**config.mk**
```make
export PLATFORM = sky130hd
export DESIGN_NAME = pipe_stage_reg
export DESIGN_NICKNAME = d
export VERILOG_FILES = /design/src/rtl/pipe_stage_reg.sv
export SDC_FILE = /design/constraint.sdc
export NUM_CORES = 1
export LEC_CHECK = 0
export BUFFER_PORTS_ARGS = -buffer_cell sky130_fd_sc_hd__buf_2
export CAP_MARGIN = 15
export CELL_PAD_IN_SITES_DETAIL_PLACEMENT = 1
export CELL_PAD_IN_SITES_GLOBAL_PLACEMENT = 2
export CORE_MARGIN = 2
export CORE_UTILIZATION = 25
export DETAILED_ROUTE_END_ITERATION = 10
export PLACE_DENSITY_LB_ADDON = 0.25
export SYNTH_ARGS = -nofsm -noshare
export SYNTH_HDL_FRONTEND = slang
export SYNTH_SLANG_ARGS = --single-unit
```
**constraint.sdc**
```tcl
create_clock -name clk -period 1.9 [get_ports clk]
set_clock_uncertainty 0.1 [all_clocks]
set_input_delay 0.285 -clock clk [delete_from_list [all_inputs] [get_ports clk]]
set_output_delay 0.285 -clock clk [all_outputs]
set_load 0.02 [all_outputs]
```
**src/rtl/pipe_stage_reg.sv**
```systemverilog
// pipe_stage_reg: generic inter-stage pipeline register with a valid/ready handshake
// and a 2-entry skid buffer (main + skid). All outputs come straight from flops, so
// there is no combinational path from out_ready to in_ready.
//
// Optional feature macro: PIPE_STAGE_REG_STATS_EN (adds stall/flush counters).
//
// Ports:
//   clk        rising-edge clock
//   rst        asynchronous active-low reset
//   flush      synchronous flush, drops held and incoming entries
//   in_valid   upstream entry valid
//   in_ready   stage can accept (registered, low only when both entries are held)
//   in_ctrl    upstream control field (cleared on reset/flush/bubble)
//   in_data    upstream data field
//   out_valid  main entry valid
//   out_ready  downstream accepts
//   out_ctrl   main control field, 0 whenever out_valid is 0
//   out_data   main data field
//   occupancy  entries held: 0, 1 or 2
//   stat_clr   (stats only) synchronous counter clear
//   stall_cnt  (stats only) saturating count of out_valid & !out_ready cycles
//   flush_cnt  (stats only) saturating count of flushes that discarded entries

module pipe_stage_reg #(
  parameter int unsigned CTRL_W     = 8,
  parameter int unsigned DATA_W     = 128,
  parameter bit          CLEAR_DATA = 1'b0
`ifdef PIPE_STAGE_REG_STATS_EN
  ,
  parameter int unsigned STAT_W     = 16
`endif
) (
  input  logic              clk,
  input  logic              rst,
  input  logic              flush,
  input  logic              in_valid,
  output logic              in_ready,
  input  logic [CTRL_W-1:0] in_ctrl,
  input  logic [DATA_W-1:0] in_data,
  output logic              out_valid,
  input  logic              out_ready,
  output logic [CTRL_W-1:0] out_ctrl,
  output logic [DATA_W-1:0] out_data,
`ifdef PIPE_STAGE_REG_STATS_EN
  input  logic              stat_clr,
  output logic [STAT_W-1:0] stall_cnt,
  output logic [STAT_W-1:0] flush_cnt,
`endif
  output logic [1:0]        occupancy
);

  // The state encoding doubles as the occupancy output.
  typedef enum logic [1:0] {
    StEmpty = 2'd0,
    StOne   = 2'd1,
    StFull  = 2'd2
  } state_e;

  state_e state_q, state_d;

  logic [CTRL_W-1:0] main_ctrl_q, main_ctrl_d;
  logic [DATA_W-1:0] main_data_q, main_data_d;
  logic [CTRL_W-1:0] skid_ctrl_q, skid_ctrl_d;
  logic [DATA_W-1:0] skid_data_q, skid_data_d;

  logic in_fire, out_fire;

  assign in_fire  = in_valid & in_ready;
  assign out_fire = out_valid & out_ready;

  // State and storage registers; data is zeroed on reset regardless of CLEAR_DATA.
  always_ff @(posedge clk or negedge rst) begin
    if (!rst) begin
      state_q     <= StEmpty;
      main_ctrl_q <= '0;
      main_data_q <= '0;
      skid_ctrl_q <= '0;
      skid_data_q <= '0;
    end else begin
      state_q     <= state_d;
      main_ctrl_q <= main_ctrl_d;
      main_data_q <= main_data_d;
      skid_ctrl_q <= skid_ctrl_d;
      skid_data_q <= skid_data_d;
    end
  end

  // Next-state logic.
  always_comb begin
    state_d = state_q;
    if (flush) begin
      state_d = StEmpty;
    end else begin
      unique case (state_q)
        StEmpty: if (in_fire) state_d = StOne;
        StOne: begin
          if (in_fire && !out_fire) begin
            state_d = StFull;
          end else if (!in_fire && out_fire) begin
            state_d = StEmpty;
          end
        end
        StFull:  if (out_fire) state_d = StOne;
        default: state_d = StEmpty;
      endcase
    end
  end

  // Storage next-state: loads happen only on in_fire, so X on an idle input
  // bus never reaches the registers.
  always_comb begin
    main_ctrl_d = main_ctrl_q;
    main_data_d = main_data_q;
    skid_ctrl_d = skid_ctrl_q;
    skid_data_d = skid_data_q;
    if (flush) begin
      main_ctrl_d = '0;
      skid_ctrl_d = '0;
      if (CLEAR_DATA) begin
        main_data_d = '0;
        skid_data_d = '0;
      end
    end else begin
      unique case (state_q)
        StEmpty: begin
          if (in_fire) begin
            main_ctrl_d = in_ctrl;
            main_data_d = in_data;
          end
        end
        StOne: begin
          if (in_fire && out_fire) begin
            main_ctrl_d = in_ctrl;
            main_data_d = in_data;
          end else if (in_fire) begin
            skid_ctrl_d = in_ctrl;
            skid_data_d = in_data;
          end else if (out_fire) begin
            // Bubble: control cleared, data left in place.
            main_ctrl_d = '0;
          end
        end
        StFull: begin
          if (out_fire) begin
            main_ctrl_d = skid_ctrl_q;
            main_data_d = skid_data_q;
            skid_ctrl_d = '0;
          end
        end
        default: begin
          main_ctrl_d = '0;
          skid_ctrl_d = '0;
        end
      endcase
    end
  end

  // Outputs, all decoded from flops.
  always_comb begin
    out_valid = (state_q != StEmpty);
    in_ready  = (state_q != StFull);
    occupancy = state_q;
    out_ctrl  = main_ctrl_q;
    out_data  = main_data_q;
  end

`ifdef PIPE_STAGE_REG_STATS_EN
  logic [STAT_W-1:0] stall_cnt_q, flush_cnt_q;

  always_ff @(posedge clk or negedge rst) begin
    if (!rst) begin
      stall_cnt_q <= '0;
      flush_cnt_q <= '0;
    end else if (stat_clr) begin
      stall_cnt_q <= '0;
      flush_cnt_q <= '0;
    end else begin
      if (out_valid && !out_ready && !(&stall_cnt_q)) begin
        stall_cnt_q <= stall_cnt_q + 1'b1;
      end
      if (flush && (state_q != StEmpty) && !(&flush_cnt_q)) begin
        flush_cnt_q <= flush_cnt_q + 1'b1;
      end
    end
  end

  assign stall_cnt = stall_cnt_q;
  assign flush_cnt = flush_cnt_q;
`endif

endmodule
```
==> results of run 1 <==
## where the power goes
group / switching [mW] / total (mW) / leakage [nW] / internal [mW]
registers: 0.685 / 7.88 / 3.23 / 7.19
clock network: 2.55 / 6.47 / 0.546 / 3.93
logic: 2.14 / 4.09 / 4.68 / 1.94
## cells by family (layout without fill, tap and decap cells)
logic type,after synthesis,after routing
AND/OR/NAND/NOR,153,153
buffers and inverters,70,560
flip-flops,274,274
multiplexers,273,273
AO/OA/AOI/OAI,150,150
## worst register-to-register path: cells and delay by family, from the launching register on
family | cells | cell delay [ns]
AOI/OAI and AO/OA | 2 | 0.19
muxes | 1 | 0.26
DFF | 1 | 0.42
and+or+nand+nor | 1 | 0.12
buffers and inverters | 4 | 0.61
## cell usage in the layout (no fill, tap or decap), drive strengths merged
master,Yosys,final
dlygate4sd3,0,139
nor2b,3,3
buf,59,343
clkinvlp,0,1
a21oi,129,129
dfrtp,274,274
nor2,136,136
o31ai,1,1
bufinv,0,1
mux2i,145,145
o22a,1,1
o2bb2ai,8,8
or3b,1,1
nand3,1,1
a22o,9,9
nand2b,1,1
mux2,128,128
o32ai,1,1
a2bb2oi,1,1
clkinv,0,5
clkbuf,3,63
inv,8,8
nand2,9,9
or2,2,2
## routing by layer
| layer | routed length, um | GRT usage |
|---|---|---|
| met1 | 15400 | 0.174 |
| met2 | 17400 | 0.240 |
| met3 | 1930 | 0.0366 |
| met4 | 756 | 0.0446 |
| met5 | 0 | 0 |
## worst max-delay path by stage
stage / end / slack (ns)
after global routing: out_valid / -0.01
after floorplan: skid_data_q[118] / 0.09
after CTS: out_data[13] / 0.007
after detailed placement: out_data[13] / -0.05
after global placement: out_data[23] / 0.05
final: out_valid / 0.04
## area by class of cell
type | instances | area (sq um)
fill | 4998 | 28400
sequential | 274 | 6860
multi-input combinational | 576 | 4410
timing repair buffer | 491 | 3900
clock buffer | 54 | 1050
tap | 600 | 751
clock inverter | 7 | 62.6
inverter | 8 | 30.0
## flip-flops by register name, indices dropped and copies added, names as in the netlist
signal and cells:
occupancy 2, skid_data_q 128, out_data 128, out_ctrl 8, skid_ctrl_q 8
## what timing repair did
item                                    CTS  global route
endpoints found under the setup margin   72           127
pin swaps                                 0             2
hold endpoints to repair                540             0
cloned                                    0            10
hold buffers                            139             0
buffers inserted                          7            10
gates resized for setup                  13            32
## stage by stage
step,utilization,instances,setup TNS [ns]
after floorplan,-,920,0
after global placement,0.308,1785,0
after detailed placement,0.308,1785,-0.597
after CTS,0.366,1992,0
after global routing,0.375,2010,-0.0282
final,0.375,2010,0
==> reports/summary.md, run 1 <==
• run status: finished clean
• cell breakdown of the critical path: buf_12, or2_4, buf_6
• number of flip-flops and latches in the synthesized netlist: 274
• routed wirelength normalized by instance count: 17.7 um
• achievable frequency: 536 MHz
• min setup slack post-route: 0.0358 ns
• relative max-transition margin: 0.728
• largest net degree at the start of global routing: 55
• power density over cell area: 1080 mW/mm^2
• buffers added on ports: 280
• family of cells with the greatest summed delay on the critical path: flip-flops
• number of enable-type register cells in the synthesized netlist: 0
• number of CTS-inserted buffers: 35
• Async S/R FF share, synth: 1.00
• net count after synthesis: 1,061
• count of final setup violators: 0
• count of maximum capacitance violations: 0
• static leakage: 8.45 nW
• pins over their slew limit: 0
• adder-cell share of the synthesized area: 0
• Syn. warnings: 0
• startpoint of the most critical setup path: occupancy[1]
• First DRT Iteration DRCs: 378
• count of antenna-violating nets left after detailed routing: 0
• longest individual stage delay on the worst path: 0.45 ns
• Synth Area per Inst: 12.6 sq um
• slowest stage cell, crit path: dfrtp_2
• most used standard cell by instance count after synthesis: dfrtp_1
• area added between synthesis and finish: 47.6%
• total power after layout: 18.4 mW
• final weighted congestion in routability-driven placement: 0.721
• fraction of the yosys area taken by sequential cells: 0.593
• most numerous cell types in the synthesized netlist: dfrtp_1 (274), mux2i_1 (144), nor2_1 (135)
• r2r startpoint: occupancy[1]
• slew at the pin closest to its max-slew limit: 0.408 ns
• synthesized-area fraction occupied by and/or/nand/nor cells: 0.0520
• top area cells in the synthesized netlist: dfrtp_1 (59%), mux2i_1 (12%), mux2_2 (12%)
• area enclosed by the die boundary: 0.0480 sq mm
• later-pin clock latency in the skew report: 0.53 ns
• setup repair after global routing missed its margin: yes
• Site Rows: 78
• logic depth of the worst register-to-register path: 8
• Yosys top cell by area: dfrtp_1
• first-pass GRT wire length: 53,000 um
• placeable core region: 0.0455 sq mm
• Yosys cell types: 24
• Critical Path RT: 1.51 ns
• xor/xnor cell area share of the yosys netlist: 0
• final net count: 1,527
• initial antenna violation count: 0
• clock root buffer master: clkbuf_16
• ratio of routed vias to standard cells: 4.38
• aggregate routed wire length: 35,500 um
• Chip Height: 219 um
• number of global-route vias before repair: 9,523
• flop-to-flop setup slack: 0.07 ns
• global route overflow: 0
• antenna cell count: 0
• clk slew on worst S/H paths: 0.06 ns
• capture instance of the worst register-to-register path: out_data[110]
• smallest hold slack: 0.155 ns
• Top Ports: 281
• detailed placement HPWL: 22,500 um
• instance area after placement: 0.0140 sq mm
• total via count after detailed routing: 8,808
• Critical Path End Type: output port
• path category of the worst min-delay check: input port to async pin
• area fraction in compound gates after synthesis: 0.0723
• total routing usage reported by global routing: 0.141
• cell area after technology mapping: 0.0116 sq mm
• Worst Path Max Fanout: 3
• total number of H-tree levels: 2
• critical path depth in cells: 3
• drt first pass iters: 4
• final non-filler cell area: 0.0171 sq mm
• start-to-end type of the worst setup path: flop to output port
• Max Buffers Root-to-Sink: 3
• post-route DRC violation count: 0
• clock tree from TritonCTS: yes
• combined buffer and inverter count along the critical path: 2
• final hold vios: 0
• worst voltage drop across the vdd grid: 0.675 mV
• Final min period: 1.86 ns
• portion of netlist area occupied by mux cells: 0.251
• ratio of cells with drive above 1 in the final layout: 0.388
• main combinational cell family by area after synthesis: multiplexers
• Clock Sink Count: 274
• synthesized instance count: 920
• initial cell density of the core: 0.254
• critical path data arrival time: 1.48 ns
• most used flip-flop cell after synthesis: dfrtp_1
• share of Yosys cell area claimed by the top area cell type: 0.593
• Startpoint Class: flop
• Horiz. Die Dim: 219 um
• Period Utilization, post-route: 0.981
• pre-CTS WS: -0.0506 ns
(Power assumes the default switching activity.)
==> run 2, diff against run 1 <==
--- a/config.mk
+++ b/config.mk
@@ -5,12 +5,13 @@
 export SDC_FILE = /design/constraint.sdc
 export NUM_CORES = 1
 export LEC_CHECK = 0
-export BUFFER_PORTS_ARGS = -buffer_cell sky130_fd_sc_hd__buf_2
+export BUFFER_PORTS_ARGS = -buffer_cell sky130_fd_sc_hd__clkbuf_2
 export CAP_MARGIN = 15
 export CELL_PAD_IN_SITES_DETAIL_PLACEMENT = 1
 export CELL_PAD_IN_SITES_GLOBAL_PLACEMENT = 2
 export CORE_MARGIN = 2
 export CORE_UTILIZATION = 25
+export CTS_CLUSTER_DIAMETER = 100
 export DETAILED_ROUTE_END_ITERATION = 10
 export PLACE_DENSITY_LB_ADDON = 0.25
 export SYNTH_ARGS = -nofsm -noshare
==> reports/summary.md, run 2 (synthesis gave the netlist of run 1 again) <==
• largest net degree at the start of global routing: 63
• buffers added on ports: 280
• routed wirelength normalized by instance count: 17.1 um
• Setup Total Neg Slack: 0 ns
• total power after layout: 18.6 mW
• initial cell density of the core: 0.254
• count of maximum capacitance violations: 0
• ratio of routed vias to standard cells: 4.35
• clock root buffer master: clkbuf_16
• setup repair after global routing missed its margin: yes
• Period Utilization, post-route: 0.987
• initial antenna violation count: 0
• fill cell instance count of the final layout: 5,007
• min setup slack post-route: 0.0252 ns
• start-to-end type of the worst setup path: flop to output port
• total via count after detailed routing: 8,721
• Critical Path RT: 1.51 ns
• later-pin clock latency in the skew report: 0.53 ns
• Worst Path Max Fanout: 4
• Clock Sink Count: 274
• fraction of the core area covered by cells at the end of the flow: 0.372
• post-route DRC violation count: 0
• first-pass GRT wire length: 53,500 um
• detailed placement HPWL: 22,500 um
• antenna cell count: 0
• number of global-route vias before repair: 9,638
• static leakage: 8.51 nW
• clk slew on worst S/H paths: 0.06 ns
• count of antenna-violating nets left after detailed routing: 0
• relative max-transition margin: 0.602
• Register Area: 0.00686 sq mm
• aggregate routed wire length: 34,400 um
• smallest hold slack: 0.187 ns
• critical path data arrival time: 1.49 ns
• clock tree from TritonCTS: yes
• placeable core region: 0.0455 sq mm
• slew at the pin closest to its max-slew limit: 0.596 ns
• pins over their slew limit: 0
• Chip Height: 219 um
• area enclosed by the die boundary: 0.0480 sq mm
• final net count: 1,523
• number of CTS-inserted buffers: 35
• total routing usage reported by global routing: 0.142
• run status: finished clean
• power density over cell area: 1100 mW/mm^2
• Critical Path End Type: output port
• most common cell after layout, fill and taps aside: clkbuf_2
• worst voltage drop across the vdd grid: 0.632 mV
• count of final setup violators: 0
• achievable frequency: 533 MHz
• final hold vios: 0
• most used cells in the layout excluding fill and tap cells: clkbuf_2 (274), dfrtp_1 (273), mux2i_1 (144)
• total number of H-tree levels: 2
• Max Buffers Root-to-Sink: 3
• final weighted congestion in routability-driven placement: 0.722
• drt first pass iters: 4
• Site Rows: 78
• First DRT Iteration DRCs: 287
• area added between synthesis and finish: 46.2%
• Top Ports: 281
• area of the multi-input gates: 0.00438 sq mm
• global route overflow: 0
• Horiz. Die Dim: 219 um
• ratio of cells with drive above 1 in the final layout: 0.385
• path category of the worst min-delay check: input port to flop
• Startpoint Class: flop
• pre-CTS WS: 0.0373 ns
• Final min period: 1.87 ns
## run 2: changes by cell type in the layout (fill, tap and decap cells not counted), moves of 4 or more
cell       before  now
a21oi_2         6    0
buf_4          25   38
clkbuf_1       11    5
buf_6          10    6
a21oi_1       123  129
clkbuf_2        0  274
buf_2         277    0
clkbuf_16      45   39
## run 2: final cells by class
cell class / count / share of cell area
Clock buffer: 48 / 0.0608
Clock inverter: 11 / 0.00785
Inverter: 8 / 0.00178
Multi-Input combinational cell: 576 / 0.259
Sequential cell: 274 / 0.406
Tap cell: 600 / 0.0444
Timing Repair Buffer: 487 / 0.220
## run 2: routing by layer
metal	track usage	share of wire
met5	0	0
met4	0.0455	0.020
met3	0.0373	0.056
met2	0.241	0.49
met1	0.175	0.43
## run 2: worst max-delay path, stage by stage, from the launching register on
cell and delay [ns]:
dfrtp_1 0.42, buf_6 0.13, nand2b_4 0.14, buf_12 0.14
buf_8 0.12
## run 2: stage by stage
step / area, sq um / cells
floorplan: 11600 / 920
global placement: 14100 / 1793
detailed placement: 14100 / 1793
CTS: 16800 / 1997
global route: 16900 / 2004
finish: 16900 / 2004
## run 2: path summary, 6_finish.rpt
check                           startpoint               to  slack [ns]  depth (start not counted)
max                           occupancy[0]         in_ready        0.03                          4
max in group asynchronous              rst      out_ctrl[0]        0.78                          3
min reg2reg                skid_data_q[56]  skid_data_q[56]        0.40                          1
min in group asynchronous              rst  skid_data_q[53]        0.22                          2
min                               in_valid     occupancy[0]        0.19                          5
max reg2reg                   occupancy[1]     out_data[50]        0.11                          7
## run 2: repair_timing
action,4_1_cts,5_1_grt
hold buffers,139,0
hold endpoints to repair,316,0
gates cloned,1,2
pin swaps,0,1
gates resized for setup,11,11
buffers inserted,6,6
endpoints found under the setup margin,3,105
## run 2: power breakdown
group / internal (mW) / total [mW] / leakage (nW) / switching (mW)
combinational: 1.84 / 3.92 / 4.71 / 2.08
sequential: 7.19 / 7.91 / 3.23 / 0.717
clock: 4.17 / 6.74 / 0.575 / 2.57
==> run 3, diff against run 2 <==
--- a/config.mk
+++ b/config.mk
@@ -5,7 +5,6 @@
 export SDC_FILE = /design/constraint.sdc
 export NUM_CORES = 1
 export LEC_CHECK = 0
-export BUFFER_PORTS_ARGS = -buffer_cell sky130_fd_sc_hd__clkbuf_2
 export CAP_MARGIN = 15
 export CELL_PAD_IN_SITES_DETAIL_PLACEMENT = 1
 export CELL_PAD_IN_SITES_GLOBAL_PLACEMENT = 2
@@ -13,6 +12,7 @@
 export CORE_UTILIZATION = 25
 export CTS_CLUSTER_DIAMETER = 100
 export DETAILED_ROUTE_END_ITERATION = 10
+export DONT_BUFFER_PORTS = 1
 export PLACE_DENSITY_LB_ADDON = 0.25
 export SYNTH_ARGS = -nofsm -noshare
 export SYNTH_HDL_FRONTEND = slang
==> reports/summary.md, run 3 (synthesis gave the netlist of run 1 again) <==
• first-pass GRT wire length: 49,000 um
• Chip Height: 219 um
• most used cells in the layout excluding fill and tap cells: dfrtp_1 (272), mux2i_1 (144), dlygate4sd3_1 (139)
• path category of the worst min-delay check: input port to async pin
• Period Utilization, post-route: 0.978
• Startpoint Class: flop
• placeable core region: 0.0455 sq mm
• count of final setup violators: 0
• start-to-end type of the worst setup path: flop to output port
• aggregate routed wire length: 32,700 um
• min setup slack post-route: 0.0414 ns
• count of antenna-violating nets left after detailed routing: 0
• power density over cell area: 1140 mW/mm^2
• instance area after placement: 0.0125 sq mm
• antenna cell count: 0
• count of placed standard cells including taps: 1,491
• pre-CTS WS: -0.0396 ns
• run status: finished with violations
• area added between synthesis and finish: 33.4%
• busiest grt layer: met2
• clk slew on worst S/H paths: 0.05 ns
• count of maximum capacitance violations: 0
• achievable frequency: 538 MHz
• Clock Sink Count: 274
• Top Ports: 281
• post-route DRC violation count: 0
• met1 track demand over resource in global routing: 0.155
• Final min period: 1.86 ns
• number of standard cells in the layout, taps in and fillers out: 1,708
• setup repair after global routing missed its margin: yes
• Horiz. Die Dim: 219 um
• ratio of routed vias to standard cells: 4.51
• Worst Path Max Fanout: 13
• Critical Path RT: 1.51 ns
• First DRT Iteration DRCs: 307
• later-pin clock latency in the skew report: 0.53 ns
• buffers added on ports: 0
• met3 capacity usage during global routing: 0.0455
• most common cell after layout, fill and taps aside: dfrtp_1
• ratio of cells with drive above 1 in the final layout: 0.217
• number of CTS-inserted buffers: 35
• largest net degree at the start of global routing: 275
• smallest hold slack: -0.640 ns
• total number of H-tree levels: 2
• Max Buffers Root-to-Sink: 3
• quantity of hold-fixing buffers added after cts: 139
• global route overflow: 0
• drt first pass iters: 6
• initial antenna violation count: 0
• final net count: 1,226
• Critical Path End Type: output port
• total routing usage reported by global routing: 0.131
• total via count after detailed routing: 7,697
• Site Rows: 78
• worst voltage drop across the vdd grid: 0.554 mV
• static leakage: 7.28 nW
• pins over their slew limit: 0
• critical path data arrival time: 1.47 ns
• routed wirelength normalized by instance count: 19.2 um
• global-route met2 utilization: 0.217
• final hold vios: 274
• detailed placement HPWL: 19,800 um
• final weighted congestion in routability-driven placement: 0.682
• clock tree from TritonCTS: yes
• clock root buffer master: clkbuf_16
• area enclosed by the die boundary: 0.0480 sq mm
• slew at the pin closest to its max-slew limit: 0.619 ns
• violations in the final reports: hold timing
• relative max-transition margin: 0.586
• final non-filler cell area: 0.0154 sq mm
• number of global-route vias before repair: 8,388
• initial cell density of the core: 0.254
run 3: power breakdown:
part,internal (mW),switching [mW]
Combinational,1.43,0.940
Clock,3.96,2.52
Sequential,7.18,1.57
Total,12.6,5.03
run 3: metrics by stage:
stage | hold WS [ns] | TNS (ns) | util | power [mW]
floorplan | -0.111 | 0 | - | 10.1
global placement | -0.103 | 0 | 0.275 | 10.7
detailed placement | -0.103 | -0.0952 | 0.275 | 10.8
CTS | -0.691 | -0.00404 | 0.333 | 17.9
global route | -0.683 | -0.231 | 0.339 | 18.6
finish | -0.640 | 0 | 0.339 | 17.6
run 3: cell type report:
cell class | count | area (sq um)
sequential | 274 | 6860
multi-input combinational | 576 | 4380
tap | 600 | 751
timing repair buffer | 190 | 2290
inverter | 8 | 30.0
clock buffer | 55 | 1060
fill | 4907 | 30100
clock inverter | 5 | 50.0
run 3: repair_timing:
action                                  in CTS  in global routing
resized for setup                            7                  9
gates cloned                                 2                  8
endpoints found under the hold margin      548                274
setup buffers                                3                  5
pin swaps                                    1                  1
endpoints found under the setup margin      56                 38
run 3: final timing paths:
path                                   from               end  slack [ns]  depth (start not counted)
max                            occupancy[1]         out_valid        0.04                          2
min                                     rst   skid_data_q[51]       -0.64                          0
max reg2reg                    occupancy[1]      out_data[90]        0.05                          7
min reg2reg                skid_data_q[118]  skid_data_q[118]        0.40                          1
max in group asynchronous               rst    skid_data_q[0]        1.99                          0
min in group clk                 in_ctrl[3]       out_ctrl[3]        0.04                          3
run 3: layer usage:
metal,part of all wire,vias to the layer above
li1,-,3560
met1,0.41,3897
met2,0.48,188
met3,0.077,52
met4,0.027,0
met5,0,-
run 3: critical path, cell delays in order (launching register included):
cell,delay [ns]
dfrtp_2,0.46
buf_6,0.20
or2_4,0.28
